==> config.mk <==
export PLATFORM = sky130hd
export DESIGN_NAME = rca_64bit
export DESIGN_NICKNAME = d
export VERILOG_FILES = /design/src/rtl/rca_64bit.sv
export SDC_FILE = /design/constraint.sdc
export NUM_CORES = 1
export LEC_CHECK = 0
export CAP_MARGIN = 25
export CORE_MARGIN = 3
export CORE_UTILIZATION = 27
export DETAILED_ROUTE_END_ITERATION = 6
export GPL_ROUTABILITY_DRIVEN = 0
export HOLD_SLACK_MARGIN = 0.02
export PLACE_DENSITY = 0.61
export SYNTH_ARGS = -nofsm -noshare
export SYNTH_HDL_FRONTEND = slang
export SYNTH_SLANG_ARGS = --single-unit
==> constraint.sdc <==
create_clock -name clk -period 68.4 [get_ports clk]
set_input_delay 20.52 -clock clk [delete_from_list [all_inputs] [get_ports clk]]
set_output_delay 20.52 -clock clk [all_outputs]
set_load 0.01 [all_outputs]
==> src/rtl/rca_64bit.sv <==
// rca_64bit: 64-bit ripple-carry adder with registered sum and carry-out
// ports: clk, rst (sync active-high, clears outputs), a/b 64-bit operands, cin carry into bit 0,
//        sum registered a+b+cin mod 2^64, cout registered carry out of bit 63
module rca_64bit (
   input  logic        clk,
   input  logic        rst,
   input  logic [63:0] a,
   input  logic [63:0] b,
   input  logic        cin,
   output logic [63:0] sum,
   output logic        cout
);
   logic [63:0] s;
   logic        c;
   // carry ripples serially through all 64 full adders; c ends as the carry out of bit 63
   always_comb begin
      s = '0;
      c = cin;
      for (int k = 0; k < 64; k++) begin
         s[k] = a[k] ^ b[k] ^ c;
         c = (a[k] & b[k]) | (c & (a[k] ^ b[k]));
      end
   end
   always_ff @(posedge clk) begin
      sum  <= rst ? '0 : s;
      cout <= rst ? 1'b0 : c;
   end
endmodule

==> reports/metrics.yaml <==
yosys:
  syn_nets: 403
  async_flop_share_pct: 0
  yosysWarnings: 0
  ys_seq_elements: 65
  synth_area_per_cell_um2: 14.9
  synth_area_leaders: "dfxtp_1 (42%), fa_1 (41%), nor2b_1 (11%)"
  yosysSeqAreaShare_pct: 42.0
  synth.most_common_cell: "dfxtp_1"
  synth_enable_flop_cells: 0
  synth_commonest_cells: "dfxtp_1 (65), fa_1 (64), nor2b_1 (55)"
  synth_cell_type_count: 8
  synth_cells: 208
  synth_area_um2: 3100
  yosysTopAreaCell: "dfxtp_1"
  synth_top_area_share_pct: 42.0
  synth_ff_type: "dfxtp_1"
pwr:
  p_comb_share_pct: 27.9
  seqPwrFrac_pct: 36.7
  swShare_pct: 25.3
  ir_worst_vdd_v: 0.0000105
  p_int_uw: 89.8
  power_uw: 120
  power_leakage_nw: 2.09
  powerDensity_nw_per_um2: 22.0
  switching_power_uw: 30.3
  clkPwrFrac_pct: 35.4
worst_setup_path:
  critPathCapture: "sum[63]"
  crit_cells: 69
  crit_path_end_kind: "flip-flop"
  crit_arrival_ps: 46210
  cpLargestDelayFamily: "adder cells"
  path_common_cell: "fa_1"
  cp_num_buf_inv: 4
  start_kind: "primary input"
  slowest_delay_ps: 450
  startpoint: "a[0]"
  critPathRequiredTime_ps: 68660
  crit_type: "in -> reg"
  path_max_fanout: 1
  slowest_stage: "fa_1"
sta:
  slew_violations: 0
  rsz0062_at_grt: "no"
  setup_viol: 0
  tns_ps: 0
  tightest_slew_ps: 577
  fin_crit_sh_pct: 67.2
  max_freq_mhz: 21.8
  whs_ps: 20680
  fin_crit_ps: 45960
  relSlewSlack_pct: 61.5
  hold_viol_final: 0
  setup_slack_ps: 22440
layout:
  design_area_um2: 5450
  final_cells: 553
  diodes: 0
  finalCoreUtilization_pct: 49.4
  layout-drive-gt1-share_pct: 6.05
  area_delta_synth_final_pct: 75.9
  layout.nets: 603
clock_network:
  root_buffer: "clkbuf_16"
  cts_tree: "yes"
  tritoncts.num_buffers: 9
  clock_path_buffers: 2
  cts_sinks: 65
  cts_resized: 0
  cts_hold_buf: 0
  cts_setup_buffers: 0
  htreeDepth: 3
  cts.clk_slew.worst_paths_ps: 60
routing:
  drtIter0Drc: 42
  vias: 2159
  finalWirelength_mm: 7.70
  drt_first_pass_iters: 2
  drt-vias-per-instance: 3.90
  routedWlPerCell_um: 13.9
  final_antenna_net_count: 0
  drc: 0
floorplanning:
  start_util_pct: 28.1
  rows: 38
  ios: 196
  chipHeight_um: 113
  die_w_um: 113
  core-area_um2: 11000
  dieArea_um2: 12800
place:
  dp.cells: 537
  place_ws_ps: 21970
  io_buffers: 195
  placed_area_um2: 5170
  hpwl_mm: 6.55
global_routing:
  grt_pass1_vias: 2534
  grt_usage_pct: 12.7
  overflow: 0
  grt_pass1_wl_mm: 12.6
  grt_max_degree: 36
  antenna_found_initial: 0
min_path:
  hold_path_class: "in -> reg"
outcome:
  outcome: "completed"
job:
  cap_viol_max_count: 0
layout make-up:
type,instances,area [µm²]
clock buffer,10,239
clock inverter,6,43.8
fill,1036,5580
inverter,7,26.3
multi-input combinational,129,1700
sequential,65,1300
tap,140,175
timing repair buffer,196,1970
registers in the layout, indices dropped and copies added (netlist names):
signal / count
sum: 64
cout: 1
cell families (layout without fill, tap and decap cells):
group,count (synthesis),count (layout),share of synthesized area [%]
DFF,65,65,42.0
and+or+nand+nor,65,65,13.4
adders and majority gates,64,64,41.4
buffers and inverters,14,219,3.19
metal layers:
layer	vias up	track usage (%)	wire, µm	share of wire [%]
met5	-	0	0	0
met4	0	4.57	106	1.4
met3	8	5.88	899	12
met2	104	22.2	4010	52
met1	1030	13.5	2690	35
li1	1017	-	-	-
worst min-delay path by stage:
stage | startpoint | to | slack (ps) | depth (start not counted)
6_report | rst | sum[16] | 20680 | 2
3_5_place_dp | rst | sum[16] | 21030 | 2
3_3_place_gp | b[63] | sum[63] | 21230 | 4
2_1_floorplan | rst | sum[58] | 20730 | 2
4_1_cts | rst | sum[16] | 20680 | 2
5_1_grt | rst | sum[4] | 20720 | 2
layout by cell type, fill, tap and decap left out:
cell               n
dfxtp_1           65
clkdlybuf4s50_1  194
clkbuf_16          9
buf_2              1
clkinv_2           1
buf_12             1
nor2_1             3
clkbuf_8           1
clkinv_4           1
clkinvlp_4         4
and2b_2            7
inv_1              7
nor2b_1           55
fa_1              64
power groups by stage:
stage                     Clock, mW  Sequential (mW)  Combinational (mW)
after floorplan                   0           0.0477             0.00972
after global placement            0           0.0448              0.0335
after detailed placement          0           0.0450              0.0342
after CTS                    0.0445           0.0442              0.0344
after global routing         0.0460           0.0447              0.0374
final                        0.0425           0.0441              0.0335
Power figures use the tool's default switching activity.
